### src/rtl/tag_fifo_if.sv
// rtl/tag_fifo_if.sv - dispatch/commit handshake bundle for the tag free-list
interface tag_fifo_if #(
    parameter int TAG_W = 5
);
    logic             alloc_req;
    logic [TAG_W-1:0] alloc_tag;
    logic             empty;
    logic             free_req;
    logic [TAG_W-1:0] free_tag;
    logic             full;
    logic [TAG_W:0]   count;
    logic             err;

    modport master (
        output alloc_req,
        output free_req,
        output free_tag,
        input  alloc_tag,
        input  empty,
        input  full,
        input  count,
        input  err
    );

    modport slave (
        input  alloc_req,
        input  free_req,
        input  free_tag,
        output alloc_tag,
        output empty,
        output full,
        output count,
        output err
    );
endinterface

### src/rtl/tag_fifo.sv
// rtl/tag_fifo.sv - free-list of rd tags, preloaded with every tag; optional TAG_FIFO_BYPASS_EN
module tag_fifo #(
    parameter int TAG_W = 5,
    parameter int DEPTH = 32
) (
    input  logic       clock,
    input  logic       reset_n,
    tag_fifo_if.slave  bus
);
    localparam int PW = TAG_W + 1;

    logic [TAG_W-1:0] mem [DEPTH];
    logic [PW-1:0]    rd_ptr;
    logic [PW-1:0]    wr_ptr;
    logic [TAG_W-1:0] rd_idx;
    logic [TAG_W-1:0] wr_idx;
    logic             empty_c;
    logic             full_c;
    logic             bypass;
    logic             bypass_take;
    logic             do_pop;
    logic             do_push;
    logic             bad_pop;
    logic             bad_push;
    logic             err_q;

    assign rd_idx = rd_ptr[TAG_W-1:0];
    assign wr_idx = wr_ptr[TAG_W-1:0];

    // Status is derived from the registered pointers only.
    always_comb begin
        empty_c = (rd_ptr == wr_ptr);
        full_c  = (rd_idx == wr_idx) && (rd_ptr[TAG_W] != wr_ptr[TAG_W]);
    end

`ifdef TAG_FIFO_BYPASS_EN
    // A tag returned while the list is empty can be handed straight to dispatch.
    assign bypass = empty_c & bus.free_req;
`else
    assign bypass = 1'b0;
`endif

    // Request qualification; full is judged on current state, so a pop never opens room for a same-cycle push.
    always_comb begin
        bypass_take = bypass & bus.alloc_req;
        do_pop      = bus.alloc_req & ~empty_c;
        do_push     = bus.free_req & ~full_c & ~bypass_take;
        bad_pop     = bus.alloc_req & empty_c & ~bypass;
        bad_push    = bus.free_req & full_c;
    end

    // Storage and pointers; reset reloads every tag in order.
    always_ff @(posedge clock or negedge reset_n) begin
        if (!reset_n) begin
            for (int i = 0; i < DEPTH; i++) begin
                mem[i] <= TAG_W'(i);
            end
            rd_ptr <= '0;
            wr_ptr <= {1'b1, {TAG_W{1'b0}}};
        end else begin
            if (do_push) begin
                mem[wr_idx] <= bus.free_tag;
                wr_ptr      <= wr_ptr + PW'(1);
            end
            if (do_pop) begin
                rd_ptr <= rd_ptr + PW'(1);
            end
        end
    end

    // Sticky error flag for any rejected request.
    always_ff @(posedge clock or negedge reset_n) begin
        if (!reset_n) begin
            err_q <= 1'b0;
        end else if (bad_pop || bad_push) begin
            err_q <= 1'b1;
        end
    end

    assign bus.alloc_tag = bypass ? bus.free_tag : mem[rd_idx];
    assign bus.empty     = empty_c;
    assign bus.full      = full_c;
    assign bus.count     = wr_ptr - rd_ptr;
    assign bus.err       = err_q;
endmodule

### src/flat_wrapper.sv
// flat-port wrapper written by rule: the top's interface ports become plain ports
module tag_fifo_flat 
#(
    parameter int TAG_W = 5,
    parameter int DEPTH = 32
)
  (clock, reset_n, bus_alloc_req, bus_free_req, bus_free_tag, bus_alloc_tag, bus_empty, bus_full, bus_count, bus_err);
  tag_fifo_if #(.TAG_W(TAG_W)) bus_i ();
  input  logic clock;
  input  logic reset_n;
  input wire logic [$bits(bus_i.alloc_req)-1:0] bus_alloc_req;
  input wire logic [$bits(bus_i.free_req)-1:0] bus_free_req;
  input wire logic [$bits(bus_i.free_tag)-1:0] bus_free_tag;
  output wire logic [$bits(bus_i.alloc_tag)-1:0] bus_alloc_tag;
  output wire logic [$bits(bus_i.empty)-1:0] bus_empty;
  output wire logic [$bits(bus_i.full)-1:0] bus_full;
  output wire logic [$bits(bus_i.count)-1:0] bus_count;
  output wire logic [$bits(bus_i.err)-1:0] bus_err;
  assign bus_i.alloc_req = bus_alloc_req;
  assign bus_i.free_req = bus_free_req;
  assign bus_i.free_tag = bus_free_tag;
  assign bus_alloc_tag = bus_i.alloc_tag;
  assign bus_empty = bus_i.empty;
  assign bus_full = bus_i.full;
  assign bus_count = bus_i.count;
  assign bus_err = bus_i.err;
  tag_fifo #(.TAG_W(TAG_W), .DEPTH(DEPTH)) u_core (.clock(clock), .reset_n(reset_n), .bus(bus_i));
endmodule
### config.mk
export PLATFORM = sky130hd
export DESIGN_NAME = tag_fifo_flat
export DESIGN_NICKNAME = d
export VERILOG_FILES = /design/src/rtl/tag_fifo_if.sv /design/src/rtl/tag_fifo.sv /design/src/flat_wrapper.sv
export SDC_FILE = /design/constraint.sdc
export NUM_CORES = 1
export LEC_CHECK = 0
export BUFFER_PORTS_ARGS = -buffer_cell sky130_fd_sc_hd__buf_2
export CORE_MARGIN = 2
export CORE_UTILIZATION = 45
export CTS_BUF_LIST = sky130_fd_sc_hd__clkbuf_8
export CTS_CLUSTER_DIAMETER = 50
export DETAILED_ROUTE_END_ITERATION = 12
export GPL_TIMING_DRIVEN = 0
export MAX_ROUTING_LAYER = met4
export PLACE_DENSITY = 0.66
export SYNTH_ARGS = -nofsm -noshare
export SYNTH_HDL_FRONTEND = slang
export SYNTH_SLANG_ARGS = --single-unit
### constraint.sdc
create_clock -name clock -period 3.4 [get_ports clock]
set_input_delay 0 -clock clock [delete_from_list [all_inputs] [get_ports clock]]
set_output_delay 0 -clock clock [all_outputs]
set_load 0.05 [all_outputs]
Word level (Yosys, flattened, before mapping)
Index checks and enable logic that the tools add are counted.
- bitwise operators: 8
- mux-type cells: 6
- add/subtract/negate cells: 3
- reductions and logical operators: 3
- $lt $le $gt $ge: 3
- eq/ne operators: 3
- operator list (operator ; number):
    160-bit bitwise mux ; 1
    5-bit binary-select mux with 5-bit select ; 1
    5-bit demux with 5-bit select ; 1
    5-bit 2-to-1 mux ; 3
    6-bit by 1-bit adder with 6-bit output (second input constant) ; 2
    6-bit greater-or-equal comparator (second input constant) ; 2
    5-bit inverter with 6-bit output ; 2
    6-bit == test ; 1
    6-bit by 1-bit < comparator with 1-bit output (second input constant) ; 1
    6-bit subtractor ; 1
    5-bit == test ; 1
    1-bit AND ; 4
    1-bit logical AND ; 2
    1-bit inverter ; 2
    1-bit logical OR ; 1
    1-bit inequality test ; 1
- logic and storage cells: 61
- input bits: 9
- flip-flop bits (word level): 173

Depth between registers and ports, before layout
Gate-level depths: netlist of run 1.
- depth in word-level cells: 6
- mapped depth: 11
- gate-level depth less buffers: 7

Least setup slack after synthesis of run 1
Ideal clock, no wire load.
- path type: flip-flop to flip-flop
- start: register u_core.rd_ptr[1]
- end: register u_core.mem[142] (netlist name)
- setup slack: 0.393 ns
- data arrival time: 2.883 ns
- period minus slack after synthesis: 3.007 ns
- setup time: 0.125 ns
- cell stages (with the launch flop): 12
- cells stage by stage: dfrtp_1 > clkbuf_1 > clkbuf_1 > buf_2 > inv_1 > ha_1 > and4_1 > a31o_2 > buf_2 > or2_2 > clkbuf_1 > mux2_2
- cells in the longest elaborated chain, start to end: 4
- ends and longest elaborated chain (element ; RTL line ; source):
    from (decl) ; tag_fifo.sv:13 ; logic [PW-1:0] rd_ptr;
    from (signal assigned) ; tag_fifo.sv:66 ; rd_ptr <= rd_ptr + PW'(1);
    5-bit == test ; tag_fifo.sv:33 ; full_c = (rd_idx == wr_idx) && (rd_ptr[TAG_W] != wr_ptr[TAG_W]);
    1-bit logical AND ; tag_fifo.sv:33 ;
    1-bit inverter ; tag_fifo.sv:47 ; do_push = bus.free_req & ~full_c & ~bypass_take;
    1-bit AND ; tag_fifo.sv:47 ;
    to (signal, indexed assignment) ; tag_fifo.sv:56 ; mem[i] <= TAG_W'(i);
    to (signal, indexed assignment) ; tag_fifo.sv:62 ; mem[wr_idx] <= bus.free_tag;
    to (decl) ; tag_fifo.sv:12 ; logic [TAG_W-1:0] mem [DEPTH];
Every way passes these cells.
A chain may end at the register's enable or synchronous reset.

Worst setup path after layout of run 1
- start: register u_core.rd_ptr[1]
- end: register u_core.mem[123] (netlist name)
Same word-level chain as after synthesis.

==> key figures, run 1 <==
Power
  • PnR Total Power: 0.009685 W
  • Peak supply drop: ~0.44 mV
  • Comb power frac: around 47%
  • Power density over cell area: 1027 nW/µm²
  • Cell internal pwr: between 0.005 and 0.006 W
  • Leakage: between 3 and 4 nW
  • Reg power frac: 37.7%
  • NetSw: 0.003884 W
  • Clk pwr share: 15.3%
  • Sw frac: 40.10%

Critical path
  • Critical path type: flip-flop to flip-flop
  • Startpoint Class: flip-flop
  • Critical path's slowest cell: dfrtp_1
  • Arr. time, crit path: roughly 3.7 ns
  • Critical path's largest stage delay: between 0.4 and 0.5 ns
  • CP Capture Type: flip-flop
  • Crit path cell chain: clkbuf_2 -> clkbuf_4 -> buf_4 -> inv_1 -> ha_1 -> and4_1 -> a31o_2 -> buf_2 -> nor2_2 -> mux2_2
  • CP required: between 3 and 4 ns
  • Crit path max fanout: 10

Hold path
  • Hold Path Class: primary input to async pin

Detailed routing
  • Final WL: around 20,000 µm
  • Drt via density: approximately 5.8
  • DR iter-0 viols: ~350
  • Drt drc: 0
  • Pre-Repair DR Iteration Count: 5
  • Vias: 5,130
  • DR WL/cell: 22.75 µm
  • Antenna-violating nets left: 0

Floorplanning
  • Initial Utilization: 46.25%
  • CORE AREA: 18,090 µm²
  • DIE HEIGHT: 140.3 µm
  • I/O pin count: 23
  • Die X: 140.3 µm
  • Die area: 19,690 µm²
  • Row count: 49

Timing
  • Tightest hold margin: 0.09003 ns
  • Fin crit share: 96.55%
  • Post-layout minimum cycle time: 3.283 ns
  • Fin worst setup slack: 0.1174 ns
  • Final hold vios: 0
  • Aggregate negative setup slack: 0 ns
  • Clock Skews: 0.009069 ns
  • Worst slew pin tran: 0.9078 ns
  • RSZ-0062 raised after global routing: no
  • Slew Limit Fails: 0
  • Maximum clock rate: approximately 300 MHz
  • Rel. slew slack: between 30% and 40%
  • Final setup vio count: 0

Placed design
  • Post-DP Area: 8798 µm²
  • IO Port Bufs: 22
  • DP HPWL: between 10,000 and 15,000 µm
  • Placer Congestion: 0.9015
  • Pre-CTS WS: -0.8163 ns

Cells and area
  • Commonest non-fill, non-tap cell in the layout: mux2_2
  • Most frequent cells in the layout: mux2_2, dfrtp_1, dfstp_2
  • Syn-to-layout area delta: 12.79%
  • Share of layout cells above drive strength 1: 59.10%
  • Fillers: 1,480
  • Final Net Count: 655
  • Cell area after layout: 9434 µm²
  • Diode count: 0

Logic synthesis
  • Syn avg cell area: 14.35 µm²
  • Post-Synth Adder-Cell Area: around 1.7%
  • Largest family of logic cells by synthesized area: multiplexers
  • EDFF count, synth: 0
  • Synth Area in Compound Gates: 5.221%
  • Multiplexer area fraction after synthesis: 32.18%
  • Synth Area in Simple Gates: 4.084%
  • FFs w/ async S/R, synth: 100.0%
  • Count of cell types in the netlist: 42
  • Syn_nets: 603
  • Post-Syn Instances: 583
  • Mapped Area: 8364 µm²
  • Post-Synth XOR/XNOR Area: 1.361%
  • Ys flop type: dfrtp_1
  • Seq cells post-synth: 173
  • Sequential cell area fraction in the yosys report: between 50% and 60%
  • Warnings from Yosys: 0

CTS
  • CTS sink cnt: around 170
  • CTS Buf Count: 17
  • Max Root-Sink Buffers: 2
  • H-tree depth: 4
  • Clk root buf: clkbuf_8
  • Worst-Skew Late Latency: 0.47 ns
  • CTS clk-pin slew, worst paths: around 0.09 ns
  • CTS tree: yes

Flow run
  • Max-cap viol count: 0

Global routing
  • Largest net degree at the start of global routing: 95
  • First-pass GRT wire length: 32,070 µm
  • Vias in the first global route: 5,560
  • Total gr overflow: 0
  • Gr usage total: 22.34%
  • Antenna violations before repair: 0

Status
  • Status: finished clean
## cell usage after synthesis (2+ instances only)
master | count | share of area (%)
a211oi_1 | 5 | 0.45
a21oi_1 | 11 | 0.66
a22o_1 | 4 | 0.42
a22oi_1 | 6 | 0.54
a31oi_1 | 2 | 0.15
buf_2 | 8 | 0.48
buf_4 | 3 | 0.27
clkbuf_1 | 26 | 1.2
dfrtp_1 | 92 | 28
dfstp_2 | 81 | 25
ha_1 | 10 | 1.5
inv_1 | 11 | 0.49
mux2_2 | 161 | 22
mux2i_1 | 18 | 2.2
mux4_2 | 31 | 8.3
nand2_1 | 9 | 0.40
nand3_1 | 8 | 0.48
nand3b_1 | 2 | 0.18
nand4_1 | 2 | 0.15
nor2_1 | 37 | 1.7
nor2b_1 | 3 | 0.22
nor3_1 | 3 | 0.18
o21a_1 | 2 | 0.18
o21ai_0 | 3 | 0.18
o21bai_1 | 2 | 0.18
o221ai_1 | 9 | 0.94
o311ai_4 | 3 | 0.94
o31ai_1 | 2 | 0.18
or2_2 | 4 | 0.30
or3_1 | 2 | 0.15
xnor2_1 | 8 | 0.84
xor2_1 | 5 | 0.52
## stage by stage
step                      utilization [%]  cells
final                               52.16    877
after floorplan                         -    583
after global routing                52.16    877
after CTS                           51.91    878
after detailed placement            48.65    835
after global placement              48.44    834
## critical path, delay by kind of cell, from the launching register on
family	cells	cell delay, ns
compound gates	1	0.24
fa+ha+maj	1	0.31
buf+inv	5	1.17
flops	1	0.45
mux	1	0.38
simple gates	2	0.59
## sequential cells by signal, summed over array words and instances, names as in the netlist
register	count
u_core.wr_ptr	6
u_core.mem	160
u_core.bus.err	1
u_core.rd_ptr	6
## power by group through the flow
| stage | Sequential (W) | Combinational (W) | Clock [W] |
|---|---|---|---|
| after CTS | 0.00364 | 0.00450 | 0.00152 |
| after floorplan | 0.00353 | 0.00341 | 0 |
| after detailed placement | 0.00368 | 0.00442 | 0 |
| after global placement | 0.00360 | 0.00430 | 0 |
| final | 0.00365 | 0.00455 | 0.00148 |
| after global routing | 0.00377 | 0.00485 | 0.00161 |
## final timing paths
check / from / endpoint / slack [ns] / depth (start not counted)
setup reg to reg: u_core.rd_ptr[1] / u_core.mem[123] / 0.12 / 10
hold / removal: reset_n / u_core.wr_ptr[0] / 0.09 / 2
max in group asynchronous: reset_n / u_core.mem[54] / 2.41 / 3
min in group clock: bus_free_tag[2] / u_core.mem[47] / 0.37 / 3
hold reg to reg: u_core.bus.err / u_core.bus.err / 0.49 / 1
setup / recovery: u_core.rd_ptr[1] / u_core.mem[123] / 0.12 / 10
## layout make-up
type | count | area (µm²) | area share [%]
Sequential cell | 173 | 4431 | 46.96
Multi-Input combinational cell | 361 | 3807 | 40.36
Timing Repair Buffer | 35 | 295.3 | 3.130
Tap cell | 229 | 286.5 | 3.037
Clock buffer | 18 | 247.7 | 2.626
Buffer | 36 | 166.4 | 1.764
Clock inverter | 14 | 158.9 | 1.684
Inverter | 11 | 41.29 | 0.4377
## kinds of logic after synthesis
| kind of cell | Yosys count |
|---|---|
| simple gates | 74 |
| flops | 173 |
| buf+inv | 49 |
| mux | 210 |
| xor+xnor | 13 |
| compound gates | 53 |
| fa+ha+maj | 11 |
## timing repair
item / CTS / global route
pin swaps: 3 / 0
endpoints found under the setup margin: 176 / 87
buffers inserted: 3 / 1
hold buffers: 8 / 0
resized for setup: 18 / 16
endpoints found under the hold margin: 96 / 0
cloned: 0 / 0
## per-layer routing
metal / vias up / share of wire [%] / GRT usage (%)
met5: - / 0 / -
met4: 0 / 1.7 / 7.709
met3: 28 / 4.7 / 5.026
li1: 2250 / - / -
met1: 2712 / 45 / 29.14
met2: 140 / 48 / 34.75
Note: power is estimated with default switching activity, not from simulation.
==> run 2, diff against run 1 <==
- PLACE_DENSITY: 0.66 -> 0.68
- clock period: 3.4 -> 2.8 ns (I/O delays scaled with it)
==> key figures, run 2 (synthesis gave the netlist of run 1 again) <==
Status
  • Status: finished clean

Global routing
  • Largest net degree at the start of global routing: roughly 90
  • Total gr overflow: 0
  • First-pass GRT wire length: 31,800 µm
  • Gr usage total: between 20% and 30%
  • Antenna violations before repair: 0
  • Vias in the first global route: roughly 5,500

Flow run
  • Max-cap viol count: 0

Cells and area
  • Diode count: 0
  • Top reg by flops: u_core.mem
  • Top flop regs: u_core.mem: 160 flops, u_core.rd_ptr: 6 flops, u_core.wr_ptr: 6 flops
  • Most frequent cells in the layout: mux2_2, dfrtp_1, dfstp_2
  • Cell area after layout: 9674 µm²
  • Final Net Count: 657
  • Syn-to-layout area delta: 15.66%
  • Commonest non-fill, non-tap cell in the layout: mux2_2
  • Share of layout cells above drive strength 1: between 60% and 70%
  • Max reg flops: 160

CTS
  • Clk root buf: clkbuf_8
  • CTS Buf Count: 17
  • CTS sink cnt: 173
  • Max Root-Sink Buffers: 2
  • Worst-Skew Late Latency: around 0.47 ns
  • CTS clk-pin slew, worst paths: 0.09 ns
  • CTS tree: yes
  • H-tree depth: 4

Detailed routing
  • Drt drc: 0
  • Final WL: 20,000 µm
  • Pre-Repair DR Iteration Count: 4
  • DR WL/cell: 22.75 µm
  • DR iter-0 viols: 320
  • Antenna-violating nets left: 0
  • Vias: between 5,000 and 6,000
  • Drt via density: 5.838

Placed design
  • Post-DP Area: between 8000 and 9000 µm²
  • Pre-CTS WS: -1.022 ns
  • IO Port Bufs: 22
  • Placer Congestion: 0.8629
  • DP HPWL: 13,780 µm

Critical path
  • CP startpoint: u_core.rd_ptr[1]
  • Reg-to-reg endpoint: u_core.mem[147]
  • CP required: roughly 2.8 ns
  • Flop-to-flop setup slack: 0.17 ns
  • Crit path max fanout: 10
  • R2R depth: 11
  • Critical path type: flip-flop to output pin
  • Reg2reg start: u_core.rd_ptr[1]
  • CP Capture Type: output pin
  • Startpoint Class: flip-flop
  • Arr. time, crit path: 2.68 ns

Timing
  • Aggregate negative setup slack: 0 ns
  • RSZ-0062 raised after global routing: yes
  • Post-layout minimum cycle time: 2.679 ns
  • Fin worst setup slack: 0.1210 ns
  • Fin crit share: between 90% and 100%
  • Slew Limit Fails: 0
  • Maximum clock rate: 373.3 MHz
  • Rel. slew slack: 32.72%
  • Final hold vios: 0
  • Clock Skews: roughly 0.011 ns
  • Worst slew pin tran: 1.002 ns
  • Final setup vio count: 0

Floorplanning
  • Die area: 19,690 µm²
  • I/O pin count: 23
  • DIE HEIGHT: 140.3 µm
  • Initial Utilization: 46.25%
  • CORE AREA: between 15,000 and 20,000 µm²
  • Die X: 140.3 µm
  • Row count: 49

Power
  • Peak supply drop: 0.4747 mV
  • Power density over cell area: 1267 nW/µm²
  • Leakage: 3.980 nW

Hold path
  • Hold Path Class: primary input to async pin
## run 2: metrics by stage
stage                     hold slack (ns)  instances  total power [W]  utilization [%]
after floorplan                   -0.2956        583         0.008424                -
after global placement             0.3290        834         0.009592            48.45
after detailed placement          0.02427        835         0.009818            48.66
after CTS                          0.1159        880          0.01215            53.13
after global routing               0.1416        879          0.01291            53.49
final                             0.08618        879          0.01226            53.49
## run 2: where the power goes
group          switching (W)  internal, W  leakage, nW
registers           0.000614      0.00387         2.01
clock network       0.000926      0.00106        0.228
logic                0.00324      0.00255         1.74
total                0.00478      0.00748         3.98
## run 2: what timing repair did
item / CTS / global route
resized for setup: 59 / 20
pin swaps: 4 / 4
hold buffers: 8 / 0
buffers inserted: 7 / 1
endpoints found under the setup margin: 180 / 171
endpoints found under the hold margin: 100 / 0
## run 2: metal layers
layer / vias up / track usage, % / routed length (µm)
met5: - / - / 0
met4: 0 / 7.177 / 412
met3: 26 / 4.068 / 1038
met2: 139 / 34.70 / 9759
met1: 2714 / 29.54 / 8788
li1: 2253 / - / -
## run 2: worst max-delay path by stage
stage                      endpoint  slack, ns  cells after the start
floorplan           u_core.mem[142]       0.02                     11
global placement    u_core.mem[147]      -0.91                      9
detailed placement  u_core.mem[147]      -1.02                      9
CTS                    bus_count[5]       0.01                     10
global route           bus_count[4]      -0.04                      8
finish                 bus_count[5]       0.12                     10
## run 2: worst max-delay path, cell delays in order, from the launching register on
cell and delay [ns]:
dfrtp_2 0.45, buf_8 0.16, buf_12 0.15, buf_12 0.15
inv_2 0.08, ha_4 0.20, nor2b_1 0.12, o21a_1 0.20
o21a_1 0.21, o211ai_1 0.24, buf_4 0.25
## run 2: layout make-up
type / instances / area (µm²)
inverter: 11 / 45.04
buffer: 34 / 236.5
clock inverter: 15 / 219.0
tap: 229 / 286.5
multi-input combinational: 361 / 3892
clock buffer: 17 / 234.0
sequential: 173 / 4433
timing repair buffer: 39 / 327.8
fill: 1445 / 8412
